### src/rtl/ebike_ui_pkg.sv
// Shared e-bike UI types: assist level, LED bar/acknowledge patterns and the
// indicator FSM state encoding.
package ebike_ui_pkg;

  typedef logic [1:0] assist_t;

  localparam assist_t ASSIST_RST = 2'b10;

  typedef enum logic [1:0] {
    StSteady = 2'd0,
    StFlOn   = 2'd1,
    StFlOff  = 2'd2
  } led_st_t;

  function automatic logic [2:0] bar_pat(assist_t s);
    logic [2:0] pat;
    unique case (s)
      2'd0:    pat = 3'b000;
      2'd1:    pat = 3'b001;
      2'd2:    pat = 3'b011;
      default: pat = 3'b111;
    endcase
    return pat;
  endfunction

  // "Assist off" lights every LED so the change is still visible.
  function automatic logic [2:0] ack_pat(assist_t s);
    return (s == 2'd0) ? 3'b111 : bar_pat(s);
  endfunction

endpackage

### src/rtl/assist_led_drv_if.sv
// Setting/LED bundle between the mode interface and the assist indicator.
// The bright field exists only when ASSIST_LED_PWM_EN is defined.
interface assist_led_drv_if #(
  parameter int unsigned PWM_W = 8
);
  import ebike_ui_pkg::*;

  assist_t    setting;
  logic [2:0] led;
  logic       busy;

`ifdef ASSIST_LED_PWM_EN
  logic [PWM_W-1:0] bright;

  modport master (output setting, output bright, input led, input busy);
  modport slave  (input setting, input bright, output led, output busy);
`else
  logic unused_pwm_w;
  assign unused_pwm_w = ^PWM_W;

  modport master (output setting, input led, input busy);
  modport slave  (input setting, output led, output busy);
`endif

endinterface

### src/rtl/led_pwm.sv
// Free-running PWM counter and brightness compare; gate is high during the lit
// part of each 2^PWM_W-cycle period, and always high at full brightness.
module led_pwm #(
  parameter int unsigned PWM_W = 8
) (
  input  logic             clk,
  input  logic             rst,
  input  logic [PWM_W-1:0] bright,
  output logic             gate
);

  logic [PWM_W-1:0] pc_q;

  always_ff @(posedge clk or posedge rst) begin
    if (rst) begin
      pc_q <= '0;
    end else begin
      pc_q <= pc_q + PWM_W'(1);
    end
  end

  assign gate = (pc_q < bright) | (&bright);

endmodule

### src/rtl/assist_led_drv.sv
// Assist-level LED bar driver with change-acknowledge flashing.
// Optional steady-display PWM dimming is enabled by ASSIST_LED_PWM_EN.
module assist_led_drv
  import ebike_ui_pkg::*;
#(
  parameter int unsigned BLINK_CYC = 2_500_000,
  parameter int unsigned BLINK_CNT = 3,
  parameter int unsigned PWM_W     = 8
) (
  input logic             clk,
  input logic             rst,
  assist_led_drv_if.slave bus
);

  localparam int unsigned TmrW = (BLINK_CYC > 2) ? $clog2(BLINK_CYC) : 1;
  localparam int unsigned NflW = (BLINK_CNT > 1) ? $clog2(BLINK_CNT) : 1;

  led_st_t         state_q, state_d;
  assist_t         set_q;
  logic [TmrW-1:0] tmr_q, tmr_d;
  logic [NflW-1:0] nfl_q, nfl_d;
  logic [2:0]      led_q, led_d;
  logic            busy_q, busy_d;
  logic            chg;
  logic            tmr_last;
  logic            nfl_last;
  logic            gate;

  assign chg      = (bus.setting != set_q);
  assign tmr_last = (tmr_q == TmrW'(BLINK_CYC - 1));
  assign nfl_last = (nfl_q == NflW'(BLINK_CNT - 1));

`ifdef ASSIST_LED_PWM_EN
  led_pwm #(
    .PWM_W (PWM_W)
  ) u_led_pwm (
    .clk    (clk),
    .rst    (rst),
    .bright (bus.bright),
    .gate   (gate)
  );
`else
  logic unused_pwm_w;
  assign unused_pwm_w = ^PWM_W;
  assign gate         = 1'b1;
`endif

  // A new setting always wins over timer expiry and restarts the acknowledge.
  always_comb begin
    state_d = state_q;
    tmr_d   = tmr_q;
    nfl_d   = nfl_q;
    if (chg) begin
      state_d = StFlOn;
      tmr_d   = '0;
      nfl_d   = '0;
    end else begin
      unique case (state_q)
        StSteady: begin
          tmr_d = '0;
        end
        StFlOn: begin
          if (tmr_last) begin
            state_d = StFlOff;
            tmr_d   = '0;
          end else begin
            tmr_d = tmr_q + TmrW'(1);
          end
        end
        StFlOff: begin
          if (tmr_last) begin
            tmr_d = '0;
            if (nfl_last) begin
              state_d = StSteady;
            end else begin
              nfl_d   = nfl_q + NflW'(1);
              state_d = StFlOn;
            end
          end else begin
            tmr_d = tmr_q + TmrW'(1);
          end
        end
        default: begin
          state_d = StSteady;
          tmr_d   = '0;
          nfl_d   = '0;
        end
      endcase
    end
  end

  // Outputs are registered from the current state, hence one cycle behind it.
  always_comb begin
    led_d  = 3'b000;
    busy_d = 1'b0;
    unique case (state_q)
      StSteady: led_d = bar_pat(set_q) & {3{gate}};
      StFlOn: begin
        led_d  = ack_pat(set_q);
        busy_d = 1'b1;
      end
      StFlOff: busy_d = 1'b1;
      default: begin
        led_d  = 3'b000;
        busy_d = 1'b0;
      end
    endcase
  end

  always_ff @(posedge clk or posedge rst) begin
    if (rst) begin
      state_q <= StSteady;
      set_q   <= ASSIST_RST;
      tmr_q   <= '0;
      nfl_q   <= '0;
      led_q   <= 3'b000;
      busy_q  <= 1'b0;
    end else begin
      state_q <= state_d;
      set_q   <= bus.setting;
      tmr_q   <= tmr_d;
      nfl_q   <= nfl_d;
      led_q   <= led_d;
      busy_q  <= busy_d;
    end
  end

  assign bus.led  = led_q;
  assign bus.busy = busy_q;

endmodule
### src/flat_wrapper.sv
// flat-port wrapper written by rule: the top's interface ports become plain ports
module assist_led_drv_flat import ebike_ui_pkg::*;
#(
  parameter int unsigned BLINK_CYC = 2_500_000,
  parameter int unsigned BLINK_CNT = 3,
  parameter int unsigned PWM_W     = 8
)
  (clk, rst, bus_setting, bus_led, bus_busy);
  assist_led_drv_if #(.PWM_W(PWM_W)) bus_i ();
  input logic clk;
  input logic rst;
  input wire logic [$bits(bus_i.setting)-1:0] bus_setting;
  output wire logic [$bits(bus_i.led)-1:0] bus_led;
  output wire logic [$bits(bus_i.busy)-1:0] bus_busy;
  assign bus_i.setting = bus_setting;
  assign bus_led = bus_i.led;
  assign bus_busy = bus_i.busy;
  assist_led_drv #(.BLINK_CYC(BLINK_CYC), .BLINK_CNT(BLINK_CNT), .PWM_W(PWM_W)) u_core (.clk(clk), .rst(rst), .bus(bus_i));
endmodule
### config.mk
export PLATFORM = sky130hd
export DESIGN_NAME = assist_led_drv_flat
export DESIGN_NICKNAME = d
export VERILOG_FILES = /design/src/rtl/ebike_ui_pkg.sv /design/src/rtl/assist_led_drv_if.sv /design/src/rtl/led_pwm.sv /design/src/rtl/assist_led_drv.sv /design/src/flat_wrapper.sv
export SDC_FILE = /design/constraint.sdc
export NUM_CORES = 1
export LEC_CHECK = 0
export BUFFER_PORTS_ARGS = -buffer_cell sky130_fd_sc_hd__buf_2
export CORE_MARGIN = 2
export CORE_UTILIZATION = 40
export CTS_CLUSTER_SIZE = 24
export DETAILED_ROUTE_END_ITERATION = 7
export GPL_TIMING_DRIVEN = 0
export PLACE_DENSITY = 0.58
export SLEW_MARGIN = 15
export SYNTH_ARGS = -nofsm -noshare
export SYNTH_HDL_FRONTEND = slang
export SYNTH_SLANG_ARGS = --single-unit
export TNS_END_PERCENT = 1
### constraint.sdc
create_clock -name clk -period 2.75 [get_ports clk]
set_input_delay 0.4125 -clock clk [delete_from_list [all_inputs] [get_ports clk]]
set_output_delay 0.4125 -clock clk [all_outputs]
set_load 0.005 [all_outputs]
# [Yosys cells after proc, flatten, opt, wreduce, memory -nomap -nowiden]
# Cells that the tools add are included.
[totals] ff_bits=32 latchBits=0 mem_bits_rw=0 romBits=0 out_inout_bits=4 n_memories=0
[classes] addsub=2 mul=0 div_mod_pow=0 n_lt_le_gt_ge=0 eq_ne=12 n_shift=0 n_mux=17 bitwise=0 reduce_logical=6
[op_table] operator="2-to-1 mux 22 bit" n=3
[op_table] operator="adder 22 x 1 -> 22 bit, second input constant" n=1
[op_table] operator="== test 22 bit, second input constant" n=1
[op_table] operator="2-to-1 mux 2 bit" n=6
[op_table] operator="one-hot mux 3 bit (2 select lines)" n=2
[op_table] operator="one-hot mux 3 bit (3 select lines)" n=1
[op_table] operator="== test 2 bit, second input constant" n=3
[op_table] operator="!= test 3 x 1 -> 1 bit, second input constant" n=2
[op_table] operator="one-hot mux 2 bit (3 select lines)" n=1
[op_table] operator="AND reduction 3 bit" n=2
[op_table] operator="== test 2 x 1 -> 1 bit, second input constant" n=2
[op_table] operator="logical NOT 2 bit" n=2
[op_table] operator="!= test 2 x 1 -> 1 bit, second input constant" n=2
[op_table] operator="one-hot mux 2 bit (2 select lines)" n=1
[op_table] operator="OR reduction 2 bit" n=2
[op_table] operator="2-to-1 mux 3 bit" n=1
[op_table] operator="!= test 3 x 2 -> 1 bit, second input constant" n=1
[op_table] operator="adder 2 x 1 -> 2 bit, second input constant" n=1
[op_table] operator="2-to-1 mux 1 bit" n=2
[op_table] operator="!= test 2 bit" n=1

# [Longest topological paths before layout]
# Gate-level depths: netlist (run 1).
[depth] ltp_word=5 mapped_depth=7

# [Least setup slack after synthesis (run 1)]
# Ideal clock, no wire load.
[synth_path] kind="register -> register" start="reg u_core.tmr_q[0]" end="reg u_core.state_q[0]" setup_ps=126 arrival_ps=1691 t_required_ps=2624 setup_slack_ps=932 path_stages_with_launch=7 path_buffers=1 path_cell_list="dfrtp_1 ha_1 nand4_1 or2_2 clkbuf_1 or3_1 a311o_1"
[synth_between] elab_chain_cells=3 word_cells_on_any_way=4 cone_classes="3 x eq/ne; 1 x reduce/logical"
[synth_lines] item="start, declared" line="assist_led_drv.sv:20" source="logic [TmrW-1:0] tmr_q, tmr_d;"
[synth_lines] item="start signal, assigned" line="assist_led_drv.sv:121" source="tmr_q <= tmr_d;"
[synth_lines] item="== test 22 bit (*)" line="assist_led_drv.sv:30" source="assign tmr_last = (tmr_q == TmrW'(BLINK_CYC - 1));"
[synth_lines] item="!= test 3 x 1 -> 1 bit (no line)"
[synth_lines] item="AND reduction 3 bit (no line) (*)"
[synth_lines] item="end signal, assigned" line="assist_led_drv.sv:112" source="state_q <= StSteady;"
[synth_lines] item="end signal, assigned" line="assist_led_drv.sv:119" source="state_q <= state_d;"
[synth_lines] item="end, declared" line="assist_led_drv.sv:18" source="led_st_t state_q, state_d;"
# Mark *: on every way between the ends. The rest lies on a longest branch, timed or not.
# A chain may end at the register's enable or synchronous reset.

# [Worst setup path in the final report (run 1)]
[layout_path] start="reg u_core.tmr_q[12]" end="reg u_core.tmr_q[2]"
[layout_between] elab_chain_cells=4
[layout_lines] item="== test 22 bit" line="assist_led_drv.sv:30"
[layout_lines] item="2-to-1 mux 22 bit" line="assist_led_drv.sv:63, assist_led_drv.sv:71"
[layout_lines] item="2-to-1 mux 22 bit"
[layout_lines] item="2-to-1 mux 22 bit" line="assist_led_drv.sv:53" source="if (chg) begin"
[layout_lines] item="named net u_core.tmr_d[2]" line="assist_led_drv.sv:20"
# The timed path passes the listed nets, and every way through them passes these cells.

==> out/metrics.cfg, run 1 <==
[status]
status=complete, no violations

[worst_setup_path]
cp-end-kind=flip-flop
reg2reg_slack_ps=550
cp_max_fo=10
required_ps=2910
start_kind=flip-flop
crit_type=flip-flop to flip-flop
crit_arrival_ps=2360

[sta]
maxSlewHeadroom_pct=55.3
setup_violations=0
fmax_ghz=0.454
worst_pin_slew_ps=669
period_minus_slack_ps=2200
fin_tns_setup_ps=0
min_period_over_period_pct=80.1
skew_ps=6.43
rsz0062_at_grt=false
timing_hold_violations_final=0
final_max_slew_viol_count=0

[clock_tree]
clock_latency_ps=280
clkSinkCount=32
hold_buffers=0
clk_path_buf_depth=2
cts-buffers-inserted=5
htree_levels=2
clock-root-buffer=clkbuf_8
path_clk_slew_ps=70
post_cts_resized=0
cts_setup_buffers=0
tritoncts=built

[route]
drt-total-wl_mm=3.37
antenna_left=0
drt_iter0_drc=53
drc=0
drt-pass1-iter-count=4
vias=1307
routedWlPerCell_um=14.0
viasPerCell=5.42

[logic_synthesis]
yosys_warnings=0
syn_nets=190
synth-simple-area-share_pct=24.1
synth_top_family_by_area=simple AND/OR/NAND/NOR gates
synthAdderAreaFrac_pct=7.23
ys_ff_latch=32
synthesis.area_um2=1730
ys_types=34
syn-instance-count=176
synth-xor-area-share_pct=8.09
avgSynthCellArea_um2=9.84
seq_area_frac_synth_pct=46.3
synth_mux_area_share_pct=0
synth_compound_area_share_pct=9.90

[floorplanning]
core.rowCount=23
start_util_pct=42.4
dieArea_um2=4870
core_um2=4090
die_w_um=69.8
die_y_um=69.8
io-pin-count=8

[power]
p_seq_share_pct=55.6
power_density_nw_per_um2=455
peakVddDrop_v=0.000289
switching_power_uw=201
p_leak_nw=0.736
combPwrFrac_pct=5.0
p_clk_share_pct=39.4
p_int_uw=668
swShare_pct=23.2

[global_route]
antenna_found_initial=0
grt_pass1_wl_mm=5.84
grt_max_degree=33
grt_usage_pct=15.0
overflow=0
grt_pass1_vias=1270

[final_layout]
syn_to_final_growth_pct=10.3
fill_cells=390
nNetsFinal=204
drive_gt1_share_pct=12.6
diodes=0
finish.utilization_pct=46.8

[placed_design]
place.gp.congestion=0.784
hpwl_mm=2.38
io_buffers=7

[flow_run]
drv_cap=0

[hold_path]
hold_path.class=primary input to async pin

[registers in the layout, indices dropped and copies added, names as in the netlist]
signal,cells
u_core.bus.busy,1
u_core.bus.led,3
u_core.nfl_q,2
u_core.set_q,2
u_core.state_q,2
u_core.tmr_q,22
[power groups by stage]
stage / Clock [mW] / Combinational (mW) / Sequential (mW)
4_1_cts: 0.351 / 0.0449 / 0.483
6_report: 0.343 / 0.0435 / 0.483
2_1_floorplan: 0 / 0.0294 / 0.491
3_3_place_gp: 0 / 0.0444 / 0.491
5_1_grt: 0.368 / 0.0520 / 0.484
3_5_place_dp: 0 / 0.0447 / 0.492
[worst max-delay path: stages, from the launching register on]
cell,delay [ps]
dfrtp_1,430
nor4b_1,400
nand4_1,370
o2111ai_1,490
buf_2,310
nor2_1,80
[per-stage QoR]
stage | power [mW] | hold WS, ps | instance area (um^2) | cells | setup WS (ps)
floorplan | 0.521 | 417 | 1730 | 176 | 932
global placement | 0.536 | 479 | 1830 | 233 | 611
detailed placement | 0.536 | 482 | 1830 | 233 | 563
CTS | 0.879 | 242 | 1910 | 241 | 545
global route | 0.904 | 243 | 1910 | 241 | 388
finish | 0.869 | 230 | 1910 | 241 | 547
[cell usage after synthesis]
cell       count  area share, %
dfrtp_1       31             45
nor2_1        20            4.3
inv_1         13            2.8
xnor2_1       11            5.6
ha_1          10            7.2
nand4_1        9            3.3
o21ai_0        9            2.6
nand2_1        7            1.5
a21oi_1        6            1.7
nand3_1        6            1.7
nor3_1         5            1.4
or3_1          5            1.8
xor2_1         5            2.5
nor4_1         4            1.4
or4_1          4            1.7
a31oi_1        3            1.1
buf_2          3           0.87
clkbuf_1       3           0.65
and4_1         2            1.0
nand3b_1       2           0.87
nand4bb_1      2            1.3
o311ai_0       2            1.0
o31ai_1        2           0.87
or2_2          2           0.72
a21bo_2        1           0.58
a311o_1        1           0.58
a31o_2         1           0.51
dfstp_2        1            1.5
nand4_4        1            1.2
nor4b_1        1           0.51
nor4bb_1       1           0.58
o2111ai_1      1           0.51
o211ai_1       1           0.43
or4_4          1           0.65
[final timing paths]
kind	end	cells after the start	from
setup / recovery	u_core.tmr_q[2]$_DFF_PP0_	5	u_core.tmr_q[12]$_DFF_PP0_
hold / removal	u_core.nfl_q[0]$_DFFE_PP0P_	2	rst
setup reg to reg	u_core.tmr_q[2]$_DFF_PP0_	5	u_core.tmr_q[12]$_DFF_PP0_
hold reg to reg	u_core.tmr_q[0]$_DFF_PP0_	1	u_core.tmr_q[0]$_DFF_PP0_
max in group asynchronous	u_core.tmr_q[21]$_DFF_PP0_	2	rst
min in group clk	u_core.set_q[1]$_DFF_PP1_	1	bus_setting[1]
[cell families after synthesis]
family / after synthesis
xor gates and xnor gates: 16
AOI/OAI and AO/OA: 27
adders and majority gates: 10
buffers and inverters: 19
and+or+nand+nor: 72
DFF: 32
[metal layers]
layer,vias to the layer above,global-route usage (%),share of wire [%]
met3,5,3.49,2.9
met5,-,0,0
met1,618,19.2,47
met4,0,5.13,1.2
met2,23,25.0,49
li1,661,-,-
[area by class of cell]
| type | instances | area (um^2) | area share, % |
|---|---|---|---|
| Multi-Input combinational cell | 125 | 855 | 44.7 |
| Sequential cell | 32 | 802 | 42.0 |
| Clock buffer | 7 | 76.3 | 3.99 |
| Tap cell | 50 | 62.6 | 3.27 |
| Inverter | 13 | 48.8 | 2.55 |
| Timing Repair Buffer | 7 | 35.0 | 1.83 |
| Buffer | 6 | 26.3 | 1.38 |
| Clock inverter | 1 | 5.00 | 0.262 |
[placed cells by master (no fill, tap or decap), types with 3 or more instances in the layout]
cell / instances
nor4_1: 4
or3_1: 5
ha_1: 10
xor2_1: 5
clkbuf_1: 5
o21ai_0: 9
xnor2_1: 11
dfrtp_1: 31
a31oi_1: 3
nand3_1: 6
clkbuf_8: 5
inv_1: 12
nor2_1: 20
a21oi_1: 6
buf_2: 10
or4_1: 4
nor3_1: 5
nand2_1: 7
nand4_1: 9
Power figures use the tool's default switching activity.
==> run 2: changes to the inputs <==
clock period = 2.2 ns   (was 2.75 ns; I/O delays follow)
==> run 2 against run 1 <==
Compared with the run above: cell count is 0.41% higher; register-to-register slack worse by 400 ps; routed wire length is 1.0% higher; non-clock buffer count is 1 higher; power is 26% higher; final area is 0.72% higher; combinational power is 29% higher; setup slack worse by 400 ps; hold slack worse by 88 ps; critical path depth is 2 higher; largest power group unchanged.
==> out/metrics.cfg, run 2 (synthesized netlist as in run 1, its figures left out) <==
[route]
drt-total-wl_mm=3.40
drt-pass1-iter-count=4
drt_iter0_drc=51
viasPerCell=5.32
routedWlPerCell_um=14.1
vias=1287
drc=0
antenna_left=0

[sta]
skew_ps=6.20
worst_pin_slew_ps=669
maxSlewHeadroom_pct=55.3
period_minus_slack_ps=2050
min_period_over_period_pct=93.1
fmax_ghz=0.488
setup_violations=0
hold_slack_ps=142
timing_hold_violations_final=0
final_max_slew_viol_count=0
rsz0062_at_grt=true

[final_layout]
regMostFlops=u_core.tmr_q
layout_common_cells=dfrtp_1 (31), nor2_1 (20), inv_1 (12)
diodes=0
final_common_cell=dfrtp_1
largest_register_ffs=22
design_area_um2=1920
drive_gt1_share_pct=13.5
syn_to_final_growth_pct=11.1
nNetsFinal=205
finish.utilization_pct=47.1
fill_cells=392

[worst_setup_path]
reg2reg_slack_ps=150
cp-end-kind=flip-flop
required_ps=2360
crit_arrival_ps=2210
start_kind=flip-flop
crit_type=flip-flop to flip-flop
cp_max_fo=10

[floorplanning]
core_um2=4090
start_util_pct=42.4
core.rowCount=23
die_w_um=69.8
die_y_um=69.8
io-pin-count=8
dieArea_um2=4870

[global_route]
grt_max_degree=33
antenna_found_initial=0
grt_pass1_wl_mm=5.84
grt_usage_pct=15.0
overflow=0
grt_pass1_vias=1270

[power]
peakVddDrop_v=0.000362
p_leak_nw=0.741
power_density_nw_per_um2=568

[clock_tree]
clock-root-buffer=clkbuf_8
clk_path_buf_depth=2
hold_buffers=0
cts-buffers-inserted=5
clkSinkCount=32
path_clk_slew_ps=60
htree_levels=2
clock_latency_ps=290
tritoncts=built

[placed_design]
placed_cell_area_um2=1830
place.gp.congestion=0.784
hpwl_mm=2.38
io_buffers=7

[hold_path]
hold_path.class=primary input to async pin

[flow_run]
drv_cap=0

[status]
status=complete, no violations

-- run 2: changes by cell type in the layout (fill, tap and decap cells not counted), sizes merged --
cell / previous run / this run
buf: 10 / 11
-- run 2: final timing paths --
check	start	endpoint	cells after the start
setup reg to reg	u_core.tmr_q[0]$_DFF_PP0_	u_core.tmr_q[2]$_DFF_PP0_	7
min in group clk	bus_setting[1]	u_core.set_q[1]$_DFF_PP1_	1
max in group asynchronous	rst	u_core.nfl_q[1]$_DFFE_PP0P_	2
setup / recovery	u_core.tmr_q[0]$_DFF_PP0_	u_core.tmr_q[2]$_DFF_PP0_	7
hold reg to reg	u_core.tmr_q[0]$_DFF_PP0_	u_core.tmr_q[0]$_DFF_PP0_	1
hold / removal	rst	u_core.state_q[1]$_DFFE_PP0P_	2
-- run 2: report_power, final --
group          internal [mW]  switching [mW]
registers              0.597         0.00626
logic                 0.0165          0.0396
clock network          0.222           0.211
total                  0.836           0.257
-- run 2: cell type report --
class                      count  area (um^2)  area share [%]
timing repair buffer           8         42.5            2.21
multi-input combinational    125          861            44.7
buffer                         6         26.3            1.37
inverter                      13         48.8            2.54
clock inverter                 1         5.00           0.260
sequential                    32          802            41.7
tap                           50         62.6            3.25
clock buffer                   7         76.3            3.97
-- run 2: routing by layer --
metal  routed length, um  share of wire [%]  up-vias  GRT usage (%)
met5                   0                  0        -              0
met4                  48                1.4        0           5.13
met3                  81                2.4        5           3.49
met2                1670                 49       10           25.0
met1                1600                 47      610           19.2
li1                    -                  -      662              -
-- run 2: metrics by stage --
step | worst slack [ps] | cells | setup TNS (ps) | power, mW
after floorplan | 382 | 176 | 0 | 0.651
after global placement | 61.1 | 233 | 0 | 0.670
after detailed placement | 13.3 | 233 | 0 | 0.671
after CTS | 99.3 | 241 | 0 | 1.10
after global routing | -10.2 | 242 | -41.5 | 1.13
final | 151 | 242 | 0 | 1.09
-- run 2: worst max-delay path: stages (launching register included) --
cell       delay [ps]
dfrtp_1           390
ha_1              220
nand4_1           180
or2_2             310
clkbuf_1          170
o2111ai_2         290
buf_2             290
nor2_1             80
-- run 2: repair_timing --
action / 4_1_cts / 5_1_grt
endpoints found under the setup margin: 2 / 22
gates resized for setup: 1 / 0
pin swaps: 0 / 1
setup buffers: 0 / 1
hold endpoints to repair: 0 / 0
